--- config.mk ---
export PLATFORM = sky130hd
export DESIGN_NAME = io_uart_core_flat
export DESIGN_NICKNAME = d
export VERILOG_FILES = /design/src/rtl/io_uart_core_if.sv /design/src/rtl/io_uart_core.sv /design/src/flat_wrapper.sv
export SDC_FILE = /design/constraint.sdc
export NUM_CORES = 1
export LEC_CHECK = 0
export BUFFER_PORTS_ARGS = -buffer_cell sky130_fd_sc_hd__clkbuf_2
export CAP_MARGIN = 15
export CELL_PAD_IN_SITES_DETAIL_PLACEMENT = 1
export CELL_PAD_IN_SITES_GLOBAL_PLACEMENT = 2
export CORE_AREA = 2 2 201 203
export DETAILED_ROUTE_END_ITERATION = 10
export DIE_AREA = 0 0 203 205
export HOLD_SLACK_MARGIN = 0.02
export PLACE_DENSITY = 0.6
export REMOVE_ABC_BUFFERS = 1
export SLEW_MARGIN = 20
export SYNTH_ARGS = -nofsm -noshare
export SYNTH_HDL_FRONTEND = slang
export SYNTH_SLANG_ARGS = --single-unit
--- constraint.sdc ---
create_clock -name clk -period 3.3 [get_ports clk]
set_input_delay 0.66 -clock clk [delete_from_list [all_inputs] [get_ports clk]]
set_output_delay 0.66 -clock clk [all_outputs]
set_load 0.02 [all_outputs]
--- src/rtl/io_uart_core_if.sv ---
// IO-bus slot interface for the UART responder.
//
// Strobe semantics: the bus has no valid/ready back-pressure. A cycle
// with cs & rd_en is a read and cs & wr_en is a write. Both complete in
// the cycle they are presented. Read data appears on uart_rd_data after
// the following clock edge and holds until the next read.
interface io_uart_core_if;
  logic        rd_en;
  logic        wr_en;
  logic        cs;
  logic [31:0] address;
  logic [31:0] wr_data;
  logic [31:0] uart_rd_data;

  modport master (
    output rd_en, wr_en, cs, address, wr_data,
    input  uart_rd_data
  );

  modport slave (
    input  rd_en, wr_en, cs, address, wr_data,
    output uart_rd_data
  );
endinterface

--- src/rtl/io_uart_core.sv ---
// io_uart_core: UART responder on the IO bus (slot 2).
// Register map at address[3:2]: 0 DATA, 1 STATUS, 2 BAUD, 3 CTRL.
// Optional even-parity framing is enabled by defining UART_PARITY_EN.
module io_uart_core #(
  parameter int TX_FIFO_DEPTH    = 8,
  parameter int DEFAULT_BAUD_DIV = 868
) (
  input  logic          clk,
  input  logic          rst,
  io_uart_core_if.slave io_bus_s,
  output logic          uart_tx,
  input  logic          uart_rx
);

  localparam int AW = $clog2(TX_FIFO_DEPTH);

  localparam logic [2:0] S_IDLE   = 3'd0;
  localparam logic [2:0] S_START  = 3'd1;
  localparam logic [2:0] S_DATA   = 3'd2;
`ifdef UART_PARITY_EN
  localparam logic [2:0] S_PARITY = 3'd3;
`endif
  localparam logic [2:0] S_STOP   = 3'd4;

  // Bus decode
  logic       rd_sel, wr_sel;
  logic [1:0] reg_idx;
  logic       unused_bits;
  assign rd_sel  = io_bus_s.rd_en & io_bus_s.cs;
  assign wr_sel  = io_bus_s.wr_en & io_bus_s.cs;
  assign reg_idx = io_bus_s.address[3:2];
  assign unused_bits = ^{io_bus_s.address[31:4], io_bus_s.address[1:0],
                         io_bus_s.wr_data[31:16]};

  logic data_wr, baud_wr, ctrl_wr, data_rd;
  assign data_wr = wr_sel && (reg_idx == 2'd0);
  assign baud_wr = wr_sel && (reg_idx == 2'd2);
  assign ctrl_wr = wr_sel && (reg_idx == 2'd3);
  assign data_rd = rd_sel && (reg_idx == 2'd0);

  logic [15:0] baud_div;

  // TX FIFO storage and pointers (extra MSB distinguishes full from empty)
  logic [7:0]  fifo_mem [TX_FIFO_DEPTH];
  logic [AW:0] wr_ptr, rd_ptr;
  logic        fifo_empty, fifo_full, push;
  logic [7:0]  fifo_head;
  assign fifo_empty = (wr_ptr == rd_ptr);
  assign fifo_full  = (wr_ptr[AW] != rd_ptr[AW]) &&
                      (wr_ptr[AW-1:0] == rd_ptr[AW-1:0]);
  assign push       = data_wr && !fifo_full;
  assign fifo_head  = fifo_mem[rd_ptr[AW-1:0]];

  // TX shifter state
  logic [2:0]  tx_state;
  logic [15:0] tx_cnt, tx_div;
  logic [7:0]  tx_shift;
  logic [2:0]  tx_idx;
  logic        tx_par;
  logic        tx_bit_end, tx_load, tx_busy;
  assign tx_bit_end = (tx_cnt == 16'd0);
  // A new frame is loaded from idle, or straight out of a finished stop bit.
  assign tx_load = !fifo_empty &&
                   ((tx_state == S_IDLE) || ((tx_state == S_STOP) && tx_bit_end));
  assign tx_busy = (tx_state != S_IDLE);

  // FIFO data array: written on an accepted push
  always_ff @(posedge clk) begin
    if (push) fifo_mem[wr_ptr[AW-1:0]] <= io_bus_s.wr_data[7:0];
  end

  // FIFO pointers: push from bus, pop when the shifter loads
  always_ff @(posedge clk or negedge rst) begin
    if (!rst) begin
      wr_ptr <= '0;
      rd_ptr <= '0;
    end else begin
      if (push)    wr_ptr <= wr_ptr + 1'b1;
      if (tx_load) rd_ptr <= rd_ptr + 1'b1;
    end
  end

  // Baud divisor register, clamped so every bit lasts at least 4 clocks
  always_ff @(posedge clk or negedge rst) begin
    if (!rst) baud_div <= 16'(DEFAULT_BAUD_DIV);
    else if (baud_wr)
      baud_div <= (io_bus_s.wr_data[15:0] < 16'd4) ? 16'd4 : io_bus_s.wr_data[15:0];
  end

  // TX FSM: the divisor is latched at frame start so BAUD writes wait a frame
  always_ff @(posedge clk or negedge rst) begin
    if (!rst) begin
      tx_state <= S_IDLE;
      tx_cnt   <= '0;
      tx_div   <= '0;
      tx_shift <= '0;
      tx_idx   <= '0;
      tx_par   <= 1'b0;
    end else if (tx_load) begin
      tx_state <= S_START;
      tx_shift <= fifo_head;
      tx_par   <= ^fifo_head;
      tx_div   <= baud_div;
      tx_cnt   <= baud_div - 16'd1;
    end else begin
      case (tx_state)
        S_START: begin
          if (tx_bit_end) begin
            tx_state <= S_DATA;
            tx_cnt   <= tx_div - 16'd1;
            tx_idx   <= '0;
          end else tx_cnt <= tx_cnt - 16'd1;
        end
        S_DATA: begin
          if (tx_bit_end) begin
            tx_shift <= {1'b0, tx_shift[7:1]};
            tx_cnt   <= tx_div - 16'd1;
            tx_idx   <= tx_idx + 3'd1;
`ifdef UART_PARITY_EN
            if (tx_idx == 3'd7) tx_state <= S_PARITY;
`else
            if (tx_idx == 3'd7) tx_state <= S_STOP;
`endif
          end else tx_cnt <= tx_cnt - 16'd1;
        end
`ifdef UART_PARITY_EN
        S_PARITY: begin
          if (tx_bit_end) begin
            tx_state <= S_STOP;
            tx_cnt   <= tx_div - 16'd1;
          end else tx_cnt <= tx_cnt - 16'd1;
        end
`endif
        S_STOP: begin
          if (tx_bit_end) tx_state <= S_IDLE;
          else tx_cnt <= tx_cnt - 16'd1;
        end
        default: tx_state <= S_IDLE;
      endcase
    end
  end

  // Line driver decoded from TX state; reset forces the idle-high level
  always_comb begin
    uart_tx = 1'b1;
    case (tx_state)
      S_START:  uart_tx = 1'b0;
      S_DATA:   uart_tx = tx_shift[0];
`ifdef UART_PARITY_EN
      S_PARITY: uart_tx = tx_par;
`endif
      default:  uart_tx = 1'b1;
    endcase
  end

  // RX synchroniser plus a delayed copy for falling-edge detection
  logic rx_meta, rx_s, rx_last;
  always_ff @(posedge clk or negedge rst) begin
    if (!rst) begin
      rx_meta <= 1'b1;
      rx_s    <= 1'b1;
      rx_last <= 1'b1;
    end else begin
      rx_meta <= uart_rx;
      rx_s    <= rx_meta;
      rx_last <= rx_s;
    end
  end

  logic [2:0]  rx_state;
  logic [15:0] rx_cnt, rx_div;
  logic [7:0]  rx_shift;
  logic [2:0]  rx_idx;
  logic        rx_sample, rx_done;
  assign rx_sample = (rx_cnt == 16'd0);

`ifdef UART_PARITY_EN
  logic rx_par_ok, rx_par_bad;
  assign rx_par_bad = (rx_state == S_PARITY) && rx_sample && (rx_s != ^rx_shift);
  assign rx_done    = (rx_state == S_STOP) && rx_sample && rx_s && rx_par_ok;
`else
  assign rx_done    = (rx_state == S_STOP) && rx_sample && rx_s;
`endif

  // RX FSM: start bit re-checked at mid-bit, then one sample per bit period
  always_ff @(posedge clk or negedge rst) begin
    if (!rst) begin
      rx_state <= S_IDLE;
      rx_cnt   <= '0;
      rx_div   <= '0;
      rx_shift <= '0;
      rx_idx   <= '0;
`ifdef UART_PARITY_EN
      rx_par_ok <= 1'b1;
`endif
    end else begin
      case (rx_state)
        S_START: begin
          if (rx_sample) begin
            if (rx_s) rx_state <= S_IDLE;
            else begin
              rx_state <= S_DATA;
              rx_cnt   <= rx_div - 16'd1;
              rx_idx   <= '0;
            end
          end else rx_cnt <= rx_cnt - 16'd1;
        end
        S_DATA: begin
          if (rx_sample) begin
            rx_shift <= {rx_s, rx_shift[7:1]};
            rx_cnt   <= rx_div - 16'd1;
            rx_idx   <= rx_idx + 3'd1;
`ifdef UART_PARITY_EN
            if (rx_idx == 3'd7) rx_state <= S_PARITY;
`else
            if (rx_idx == 3'd7) rx_state <= S_STOP;
`endif
          end else rx_cnt <= rx_cnt - 16'd1;
        end
`ifdef UART_PARITY_EN
        S_PARITY: begin
          if (rx_sample) begin
            rx_par_ok <= !rx_par_bad;
            rx_state  <= S_STOP;
            rx_cnt    <= rx_div - 16'd1;
          end else rx_cnt <= rx_cnt - 16'd1;
        end
`endif
        S_STOP: begin
          if (rx_sample) rx_state <= S_IDLE;
          else rx_cnt <= rx_cnt - 16'd1;
        end
        default: begin
          if (rx_last && !rx_s) begin
            rx_state <= S_START;
            rx_div   <= baud_div;
            rx_cnt   <= (baud_div >> 1) - 16'd1;
          end
        end
      endcase
    end
  end

  // Receive holding register and sticky error flags
  logic [7:0] rx_byte;
  logic       rx_valid, rx_overrun, par_err_bit;
  always_ff @(posedge clk or negedge rst) begin
    if (!rst) begin
      rx_byte    <= '0;
      rx_valid   <= 1'b0;
      rx_overrun <= 1'b0;
    end else begin
      if (rx_done) begin
        rx_byte  <= rx_shift;
        rx_valid <= 1'b1;
      end else if (data_rd) rx_valid <= 1'b0;
      if (rx_done && rx_valid) rx_overrun <= 1'b1;
      else if (ctrl_wr && io_bus_s.wr_data[0]) rx_overrun <= 1'b0;
    end
  end

`ifdef UART_PARITY_EN
  logic rx_par_err;
  // Parity error flag: set on mismatch, cleared by CTRL bit1
  always_ff @(posedge clk or negedge rst) begin
    if (!rst) rx_par_err <= 1'b0;
    else if (rx_par_bad) rx_par_err <= 1'b1;
    else if (ctrl_wr && io_bus_s.wr_data[1]) rx_par_err <= 1'b0;
  end
  assign par_err_bit = rx_par_err;
`else
  assign par_err_bit = 1'b0;
`endif

  logic [31:0] status;
  assign status = {26'b0, par_err_bit, tx_busy, rx_overrun, rx_valid,
                   fifo_empty && !tx_busy, fifo_full};

  // Registered read mux: values are those before any same-cycle write
  always_ff @(posedge clk or negedge rst) begin
    if (!rst) io_bus_s.uart_rd_data <= '0;
    else if (rd_sel) begin
      case (reg_idx)
        2'd0:    io_bus_s.uart_rd_data <= {24'b0, rx_byte};
        2'd1:    io_bus_s.uart_rd_data <= status;
        2'd2:    io_bus_s.uart_rd_data <= {16'b0, baud_div};
        default: io_bus_s.uart_rd_data <= '0;
      endcase
    end
  end

endmodule

--- src/flat_wrapper.sv ---
// flat-port wrapper written by rule: the top's interface ports become plain ports
module io_uart_core_flat 
#(
  parameter int TX_FIFO_DEPTH    = 8,
  parameter int DEFAULT_BAUD_DIV = 868
)
  (clk, rst, uart_tx, uart_rx, io_bus_s_rd_en, io_bus_s_wr_en, io_bus_s_cs, io_bus_s_address, io_bus_s_wr_data, io_bus_s_uart_rd_data);
  io_uart_core_if io_bus_s_i ();
  input  logic clk;
  input  logic rst;
  output logic uart_tx;
  input  logic uart_rx;
  input wire logic [$bits(io_bus_s_i.rd_en)-1:0] io_bus_s_rd_en;
  input wire logic [$bits(io_bus_s_i.wr_en)-1:0] io_bus_s_wr_en;
  input wire logic [$bits(io_bus_s_i.cs)-1:0] io_bus_s_cs;
  input wire logic [$bits(io_bus_s_i.address)-1:0] io_bus_s_address;
  input wire logic [$bits(io_bus_s_i.wr_data)-1:0] io_bus_s_wr_data;
  output wire logic [$bits(io_bus_s_i.uart_rd_data)-1:0] io_bus_s_uart_rd_data;
  assign io_bus_s_i.rd_en = io_bus_s_rd_en;
  assign io_bus_s_i.wr_en = io_bus_s_wr_en;
  assign io_bus_s_i.cs = io_bus_s_cs;
  assign io_bus_s_i.address = io_bus_s_address;
  assign io_bus_s_i.wr_data = io_bus_s_wr_data;
  assign io_bus_s_uart_rd_data = io_bus_s_i.uart_rd_data;
  io_uart_core #(.TX_FIFO_DEPTH(TX_FIFO_DEPTH), .DEFAULT_BAUD_DIV(DEFAULT_BAUD_DIV)) u_core (.clk(clk), .rst(rst), .io_bus_s(io_bus_s_i), .uart_tx(uart_tx), .uart_rx(uart_rx));
endmodule
## Word level (Yosys, flattened, before mapping)

Memories as Yosys holds them, arrays and structs flattened.
Index checks and enable logic that the tools add are counted.

| word-level totals | value |
|---|---|
| memory bits (writable) | 64 |
| bits in registers | 161 |
| memories kept | 1 |
| input bits | 70 |
| output and inout port bits | 33 |

Memories:

| memory | words | width | rd ports | clocked after memory_dff | write ports | line | source |
|---|---|---|---|---|---|---|---|
| u_core.fifo_mem | 8 | 8 | 1 | 0 | 1 | io_uart_core.sv:44 | `logic [7:0] fifo_mem [TX_FIFO_DEPTH];` |

| cells by class | value |
|---|---|
| order comparisons | 1 |
| equality and inequality tests | 28 |
| add/subtract/negate cells | 10 |
| bitwise operators | 4 |
| reduce and logical (&&, ||, !) cells | 43 |
| mux-type cells | 41 |

Operator list:

| kind | count |
|---|---|
| 2-to-1 mux 16 bit | 9 |
| case mux 16 bit (3 select lines) | 2 |
| subtractor 16 x 1 -> 16 bit, second input constant | 5 |
| 2-to-1 mux 3 bit | 14 |
| logical NOT 16 bit | 2 |
| case mux 16 bit (2 select lines) | 1 |
| 2-to-1 mux 8 bit | 3 |
| case mux 3 bit (3 select lines) | 2 |
| less-than comparator 16 x 3 -> 1 bit, second input constant | 1 |
| subtractor 15 x 1 -> 16 bit, second input constant | 1 |
| logical AND 1 bit | 14 |
| equality test 3 bit, second input constant | 4 |
| != test 2 x 1 -> 1 bit, second input constant | 6 |
| != test 3 x 1 -> 1 bit, second input constant | 4 |
| case mux 3 bit (2 select lines) | 2 |
| AND reduction 4 bit | 3 |
| nonzero test 2 bit | 6 |
| adder 4 x 1 -> 4 bit, second input constant | 2 |
| AND reduction 2 bit | 4 |
| adder 3 x 1 -> 3 bit, second input constant | 2 |
| equality test 3 x 1 -> 1 bit, second input constant | 2 |
| equality test 3 x 2 -> 1 bit, second input constant | 2 |
| 2-to-1 mux 1 bit | 6 |
| != test 3 bit, second input constant | 2 |
| other kinds (20) | 28 |

## Depth between registers and ports, before layout

Gate-level depths: netlist of the first run.

| depth | value |
|---|---|
| depth in word-level cells | 6 |
| mapped depth | 11 |

## Worst setup path after synthesis of the first run

Ideal clock, no wire load.

| path | value |
|---|---|
| kind | register to register |
| from | register u_core.rd_ptr[0] |
| to | memory u_core.fifo_mem[4][0], enable pin |
| path slack | 0.677 ns |
| stages on the path, launching flop included | 7 |
| data arrival time | 2.237 ns |
| required time | 2.915 ns |
| clock period less this slack | 2.623 ns |
| path through | dfrtp_1 > buf_2 > xor2_1 > nor4b_1 > nor4_2 > nand2b_1 > nor3b_1 |

| between the ends | value |
|---|---|
| word-level cells in the longest chain between the ends | 6 |

Ends and longest elaborated chain:

| what | line | source |
|---|---|---|
| start, declared | io_uart_core.sv:45 | `logic [AW:0] wr_ptr, rd_ptr;` |
| start signal, assigned | io_uart_core.sv:79 | `if (tx_load) rd_ptr <= rd_ptr + 1'b1;` |
| equality test 3 bit | io_uart_core.sv:50 | `(wr_ptr[AW-1:0] == rd_ptr[AW-1:0]);` |
| logical AND 1 bit | io_uart_core.sv:49 | `assign fifo_full = (wr_ptr[AW] != rd_ptr[AW]) &&` |
| logical NOT 1 bit | io_uart_core.sv:51 | `assign push = data_wr && !fifo_full;` |
| logical AND 1 bit | io_uart_core.sv:51 |  |
| 2-to-1 mux 1 bit | io_uart_core.sv:69 | `if (push) fifo_mem[wr_ptr[AW-1:0]] <= io_bus_s.wr_data[7:0];` |
| 2-to-1 mux 1 bit (not written as such) | io_uart_core.sv:69 |  |
| end, declared | io_uart_core.sv:44 |  |

No other way between the ends.

## Worst setup path in the final report of the first run

| path | value |
|---|---|
| from | register u_core.wr_ptr[1] |
| to | register u_core.tx_cnt[15] |

| between the ends | value |
|---|---|
| word-level cells in the longest chain between the ends | 5 |

Ends and longest elaborated chain:

| what | line | source |
|---|---|---|
| start, declared | io_uart_core.sv:45 |  |
| start signal, assigned | io_uart_core.sv:78 | `if (push) wr_ptr <= wr_ptr + 1'b1;` |
| equality test 4 bit * | io_uart_core.sv:48 | `assign fifo_empty = (wr_ptr == rd_ptr);` |
| logical NOT 1 bit * | io_uart_core.sv:63 | `assign tx_load = !fifo_empty &&` |
| logical AND 1 bit * | io_uart_core.sv:63 |  |
| != test 3 bit (no line) or nonzero test 3 bit (tied branches) | - |  |
| AND reduction 2 bit (no line) | - |  |
| end signal, assigned | io_uart_core.sv:104 | `tx_cnt <= baud_div - 16'd1;` |
| end signal, assigned | io_uart_core.sv:110 | `tx_cnt <= tx_div - 16'd1;` |
| end signal, assigned | io_uart_core.sv:112 | `end else tx_cnt <= tx_cnt - 16'd1;` |
| end, declared | io_uart_core.sv:56 | `logic [15:0] tx_cnt, tx_div;` |

Mark *: on every way between the ends. The rest lies on a longest branch, timed or not.
A chain may end at the register's enable or synchronous reset.

==> results of run 1 <==
[per-layer routing]
metal / share of wire (%) / up-vias
met3: 2.7 / 22
met2: 45 / 90
met4: 1.2 / 0
li1: - / 3738
met1: 51 / 3995
met5: 0 / -
[layout make-up]
cell class	count	area share (%)
clock buffer	33	5.48
sequential	209	43.8
inverter	17	0.503
clock inverter	11	1.06
timing repair buffer	82	4.41
multi-input combinational	724	39.5
tap	525	5.18
[logic make-up after synthesis]
group	after synthesis	synth area share, %
AND/OR/NAND/NOR	354	16.6
flip-flops	209	50.9
AO/OA/AOI/OAI	183	11.2
buffers and inverters	87	3.70
multiplexers	83	9.98
XOR/XNOR	73	5.92
adder cells (fa/ha/maj)	15	1.72
other	1	0.0343
[flip-flops by register name, summed over array words and instances (netlist names), 8 cells and up]
name / cells
u_core.baud_div: 16
u_core.fifo_mem: 64
u_core.io_bus_s.uart_rd_data: 16
u_core.rx_byte: 8
u_core.rx_cnt: 16
u_core.rx_div: 16
u_core.rx_shift: 8
u_core.tx_cnt: 16
u_core.tx_div: 16
u_core.tx_shift: 8
[report_power, final]
| part | switching (mW) | internal (mW) |
|---|---|---|
| registers | 0.797 | 3.25 |
| logic | 2.22 | 1.68 |
| clock network | 1.11 | 1.71 |
| total | 4.13 | 6.64 |
[metrics by stage]
stage	hold slack [ns]	setup slack (ns)	cells
after global placement	0.346	0.457	1557
after floorplan	0.345	0.299	950
final	0.126	0.407	1601
after global routing	0.183	0.179	1601
after detailed placement	0.347	0.323	1557
after CTS	0.173	0.296	1601
[cells in the final DEF (no fill, tap or decap), types with 33 or more instances in the layout]
cell,count
edfxtp_1,64
nand2_1,120
o21ai_0,49
xor2_1,33
mux2_2,44
buf_4,39
clkbuf_2,39
xnor2_1,39
dfrtp_1,137
nor2_1,83
[how the worst max path moves through the flow]
| stage | end | startpoint | slack, ns | cells after the start |
|---|---|---|---|---|
| finish | u_core.tx_cnt[15] | u_core.wr_ptr[1] | 0.41 | 8 |
| global route | u_core.tx_cnt[15] | u_core.wr_ptr[1] | 0.18 | 8 |
| CTS | u_core.tx_cnt[15] | u_core.wr_ptr[1] | 0.30 | 8 |
| detailed placement | u_core.tx_cnt[15] | u_core.wr_ptr[1] | 0.32 | 8 |
| global placement | u_core.fifo_mem[5][4] | io_bus_s_address[2] | 0.46 | 4 |
| floorplan | u_core.fifo_mem[4][0] | u_core.rd_ptr[0] | 0.30 | 5 |
==> flow_metrics.py, run 1 <==
metrics = {
    "yosys": {
        "synth_cells": 1005,
        "synthArstFlopShare_pct": 69.4,
        "synth_most_common_cell": "dfrtp_1",
        "synth_top_area_share_pct": 31.4,
        "yosysSeqAreaShare_pct": 50.9,
        "ys_seq_elements": 209,
        "synth.area.top_cells": "dfrtp_1 (31%), edfxtp_1 (18%), mux2_2 (4.5%), nand2_1 (4.1%), mux4_2 (3.3%)",
        "synth_common_cells": "dfrtp_1 (137), nand2_1 (120), nor2_1 (83)",
        "yosys_most_used_dff": "dfrtp_1",
        "yosys_warnings": 0,
        "synth-edff-count": 64,
        "syn_avg_cell_area_sq_um": 10.9,
        "syn-cell-area_sq_um": 10900,
        "synth_top_area_cell": "dfrtp_1",
        "yosys.cell_types.count": 84,
    },
    "worst_setup_path": {
        "critical_path.top_delay_family": "simple AND/OR/NAND/NOR gates",
        "slowest_delay_ns": 0.80,
        "rr_worst_depth": 8,
        "critPathArrivalTime_ns": 3.31,
        "timing.rr.start": "u_core.wr_ptr[1]",
        "reg2reg_to": "u_core.tx_cnt[15]",
        "required_ns": 3.72,
        "critical_path_buf_inv_count": 2,
        "worst-setup-path-type": "reg2reg",
        "cp_max_fo": 20,
        "worstPathCellList": "xor2_1 -> nor4_1 -> nor3_1 -> buf_4 -> nand2_1 -> buf_4 -> nor2_1 -> a211o_1",
        "end_kind": "register",
        "slowest_stage": "nor4_1",
        "r2r_slack_ns": 0.41,
        "cp_common_cell": "buf_4",
        "worst_setup_path_start_kind": "register",
    },
    "route": {
        "drtIter0Drc": 388,
        "drc_errors": 0,
        "vias": 7845,
        "wl_per_cell_um": 20.4,
        "detail-route-antenna-nets": 0,
        "routed_via_density": 4.90,
        "wirelength_um": 32700,
        "first_pass_iters": 5,
    },
    "clock_network": {
        "clk_pin_slew_ns": 0.06,
        "cts_resized": 0,
        "h-tree-depth": 1,
        "cts_buffers": 25,
        "cts_setup_buffers": 0,
        "cts_buffer_depth": 3,
        "worstSkewPairLatency_ns": 0.54,
        "cts-root-buf": "clkbuf_16",
        "cts.sinks": 209,
        "cts_tree": "yes",
        "hold_buffers": 0,
    },
    "timing": {
        "report.final.slew_viol_count": 0,
        "fin_crit_sh_pct": 87.7,
        "fin_setup_tns_ns": 0,
        "rsz0062_at_grt": "false",
        "worst-slew-pin-transition_ns": 0.918,
        "finalSetupViolations": 0,
        "hold_viol": 0,
        "fmax_mhz": 346,
        "finalClockSkew_ns": 0.0121,
        "period_needed_ns": 2.89,
        "max_slew_margin_pct": 38.5,
    },
    "grt": {
        "grt_pass1_vias": 8242,
        "met1_usage_pct": 23.8,
        "grt_pass1_wl_um": 51600,
        "grt_max_degree": 68,
        "grt_use_met3_pct": 1.62,
        "antenna_found_initial": 0,
        "grt-busiest-layer": "met2",
        "grt_use_total_pct": 16.1,
        "grtUsageMet2_pct": 25.6,
        "overflow": 0,
    },
    "layout": {
        "fill_cells": 4321,
        "nets": 1144,
        "area_growth_pct": 16.1,
        "final_area_sq_um": 12700,
        "multiInputGateArea_sq_um": 5020,
        "layout-drive-gt1-share_pct": 20.5,
        "utilization_pct": 32.2,
        "antenna_cells": 0,
        "seqCellArea_sq_um": 5560,
    },
    "floorplanning": {
        "row_count": 73,
        "die_h_um": 205,
        "die-area_sq_um": 41600,
        "die_w_um": 203,
        "pin_count": 103,
        "start_util_pct": 27.8,
        "core_area_sq_um": 39400,
    },
    "power": {
        "fin_total_pwr_mw": 10.8,
        "p_leak_nw": 5.12,
        "p_per_area_nw_per_um2": 849,
        "vdd_ir_drop_max_v": 0.000475,
    },
    "placement": {
        "hpwl_um": 23100,
        "port_buffers": 40,
        "gp_congestion": 0.779,
        "placed_area_sq_um": 11900,
    },
    "min_path": {
        "hold_class": "in2async",
    },
    "job": {
        "cap_violations": 0,
    },
    "run_status": {
        "status": "finished clean",
    },
}
Power figures use the tool's default switching activity.
==> run 2: changes to the inputs <==
--- a/config.mk
+++ b/config.mk
@@ -9,13 +9,12 @@
 export CAP_MARGIN = 15
 export CELL_PAD_IN_SITES_DETAIL_PLACEMENT = 1
 export CELL_PAD_IN_SITES_GLOBAL_PLACEMENT = 2
-export CORE_AREA = 2 2 201 203
+export CORE_AREA = 2 2 178 180
 export DETAILED_ROUTE_END_ITERATION = 10
-export DIE_AREA = 0 0 203 205
+export DIE_AREA = 0 0 180 182
 export HOLD_SLACK_MARGIN = 0.02
-export PLACE_DENSITY = 0.6
+export PLACE_DENSITY = 0.73
 export REMOVE_ABC_BUFFERS = 1
-export SLEW_MARGIN = 20
 export SYNTH_ARGS = -nofsm -noshare
 export SYNTH_HDL_FRONTEND = slang
 export SYNTH_SLANG_ARGS = --single-unit
==> run 2 against run 1 <==
  * Core utilization increased by 8.1 points
  * Routed wire length shrank 8.1%
  * Non-clock buffer count decreased by 3
  * Count of clock-buffer cells in the layout increased by 2
  * Sequential cell count is the same
  * Power fell by 1.3%
  * Sequential power about the same
  * Die area shrank 21%
  * Register-to-register slack gained 0.16 ns
  * Clock skew shrank 0.0027 ns
  * Critical path depth did not move
  * Critical endpoint is now u_core.rx_cnt[7]
==> flow_metrics.py, run 2 (synthesis results as in run 1) <==
metrics = {
    "run_status": {
        "status": "finished clean",
    },
    "power": {
        "fin_total_pwr_mw": 10.6,
        "p_int_mw": 6.64,
        "p_comb_share_pct": 35.2,
        "seqPwrFrac_pct": 38.2,
        "switchingPower_mw": 4.00,
        "p_per_area_nw_per_um2": 850,
        "p_leak_nw": 5.09,
        "switching_share_pct": 37.6,
        "pwr-share-clk_pct": 26.6,
        "vdd_ir_drop_max_v": 0.000450,
    },
    "route": {
        "wl_per_cell_um": 20.3,
        "first_pass_iters": 5,
        "drtIter0Drc": 425,
        "drc_errors": 0,
        "vias": 7919,
        "detail-route-antenna-nets": 0,
        "routed_via_density": 5.37,
        "wirelength_um": 30000,
    },
    "timing": {
        "finalWorstSetupSlack_ns": 0.570,
        "rsz0062_at_grt": "false",
        "finalSetupViolations": 0,
        "holdWs_ns": 0.116,
        "fmax_mhz": 366,
        "period_needed_ns": 2.73,
        "worst-slew-pin-transition_ns": 0.993,
        "max_slew_margin_pct": 32.9,
        "hold_viol": 0,
        "report.final.slew_viol_count": 0,
        "fin_crit_sh_pct": 82.7,
        "fin_setup_tns_ns": 0,
        "finalClockSkew_ns": 0.00947,
    },
    "worst_setup_path": {
        "worstPathCellList": "inv_1 -> ha_1 -> nor4b_2 -> nand4_1 -> a211oi_2 -> buf_4 -> a2111oi_0 -> a221o_1",
        "worst-setup-path-type": "reg2reg",
        "required_ns": 3.70,
        "r2r_slack_ns": 0.57,
        "reg2reg_to": "u_core.rx_cnt[7]",
        "slowest_stage": "nor4b_2",
        "timing.rr.start": "u_core.rx_cnt[0]",
        "rr_worst_depth": 8,
        "worst_setup_path_start_kind": "register",
        "slowest_delay_ns": 0.48,
        "end_kind": "register",
        "cp_max_fo": 26,
        "critPathArrivalTime_ns": 3.13,
    },
    "grt": {
        "antenna_found_initial": 0,
        "overflow": 0,
        "grt_pass1_wl_um": 48700,
        "grt_pass1_vias": 8272,
        "grt_max_degree": 59,
        "grt_use_total_pct": 18.7,
    },
    "clock_network": {
        "cts_resized": 0,
        "cts_buffer_depth": 3,
        "clk_pin_slew_ns": 0.06,
        "hold_buffers": 0,
        "cts_buffers": 24,
        "h-tree-depth": 1,
        "worstSkewPairLatency_ns": 0.52,
        "cts_tree": "yes",
        "cts_setup_buffers": 0,
        "cts.sinks": 209,
        "cts-root-buf": "clkbuf_16",
    },
    "layout": {
        "layout-drive-gt1-share_pct": 20.4,
        "antenna_cells": 0,
        "largest_reg_flops": 64,
        "nets": 1140,
        "final_common_cell": "dfrtp_1",
        "final_cell_mix": "dfrtp_1 (137), nand2_1 (120), nor2_1 (83), edfxtp_1 (64), o21ai_0 (49)",
        "area_growth_pct": 14.4,
    },
    "floorplanning": {
        "die_w_um": 180,
        "pin_count": 103,
        "core_area_sq_um": 31000,
        "start_util_pct": 35.3,
        "die_h_um": 182,
        "row_count": 65,
        "die-area_sq_um": 32800,
    },
    "job": {
        "cap_violations": 0,
    },
    "placement": {
        "port_buffers": 40,
        "gp_congestion": 0.840,
        "hpwl_um": 21300,
        "dp_slack_ns": 0.566,
    },
    "min_path": {
        "hold_class": "in2async",
    },
}
==> run 2: changes by cell type in the layout (fill, tap and decap cells not counted), sizes merged <==
cell / delta
clkinv: -4
inv: -1
clkbuf: +2
clkinvlp: +3
buf: -3
==> run 2: cell type report <==
cell class	count	area [sq um]
Tap cell	402	503
Clock buffer	35	713
Clock inverter	9	134
Timing Repair Buffer	79	512
Sequential cell	209	5560
Fill cell	3410	18500
Multi-Input combinational cell	724	5020
Inverter	17	63.8
==> run 2: worst max-delay path, delay by kind of cell, from the launching register on <==
kind | cells | cell delay (ns)
AO/OA/AOI/OAI | 3 | 0.70
adder cells (fa/ha/maj) | 1 | 0.14
buffers and inverters | 2 | 0.42
flip-flops | 1 | 0.45
AND/OR/NAND/NOR | 2 | 0.89
==> run 2: metrics by stage <==
step / std cells / utilization, % / area, sq um
after floorplan: 950 / - / 10600
after global placement: 1431 / 37.6 / 11700
after detailed placement: 1431 / 37.6 / 11700
after CTS: 1475 / 40.3 / 12500
after global routing: 1475 / 40.3 / 12500
final: 1475 / 40.3 / 12500
==> run 2: power groups by stage <==
stage	combinational, mW	sequential (mW)	clock, mW
6_report	3.74	4.07	2.82
5_1_grt	4.20	4.17	3.00
4_1_cts	3.77	4.06	2.89
3_5_place_dp	3.75	4.10	0
3_3_place_gp	3.68	4.08	0
2_1_floorplan	2.59	3.96	0
==> run 2: worst max path at each step <==
stage	endpoint	start	depth (start not counted)
2_1_floorplan	u_core.fifo_mem[4][0]	u_core.rd_ptr[0]	5
3_3_place_gp	u_core.fifo_mem[7][7]	u_core.wr_ptr[2]	5
3_5_place_dp	u_core.fifo_mem[1][1]	u_core.wr_ptr[2]	6
4_1_cts	u_core.fifo_mem[1][5]	u_core.wr_ptr[2]	6
5_1_grt	u_core.rx_cnt[7]	u_core.rx_cnt[0]	8
6_report	u_core.rx_cnt[7]	u_core.rx_cnt[0]	8
==> run 2: layer usage <==
layer / GRT usage, % / wire length (um) / vias up
li1: - / - / 3731
met1: 26.9 / 14600 / 4070
met2: 31.1 / 14300 / 102
met3: 2.11 / 833 / 16
met4: 2.93 / 265 / 0
met5: 0 / 0 / -
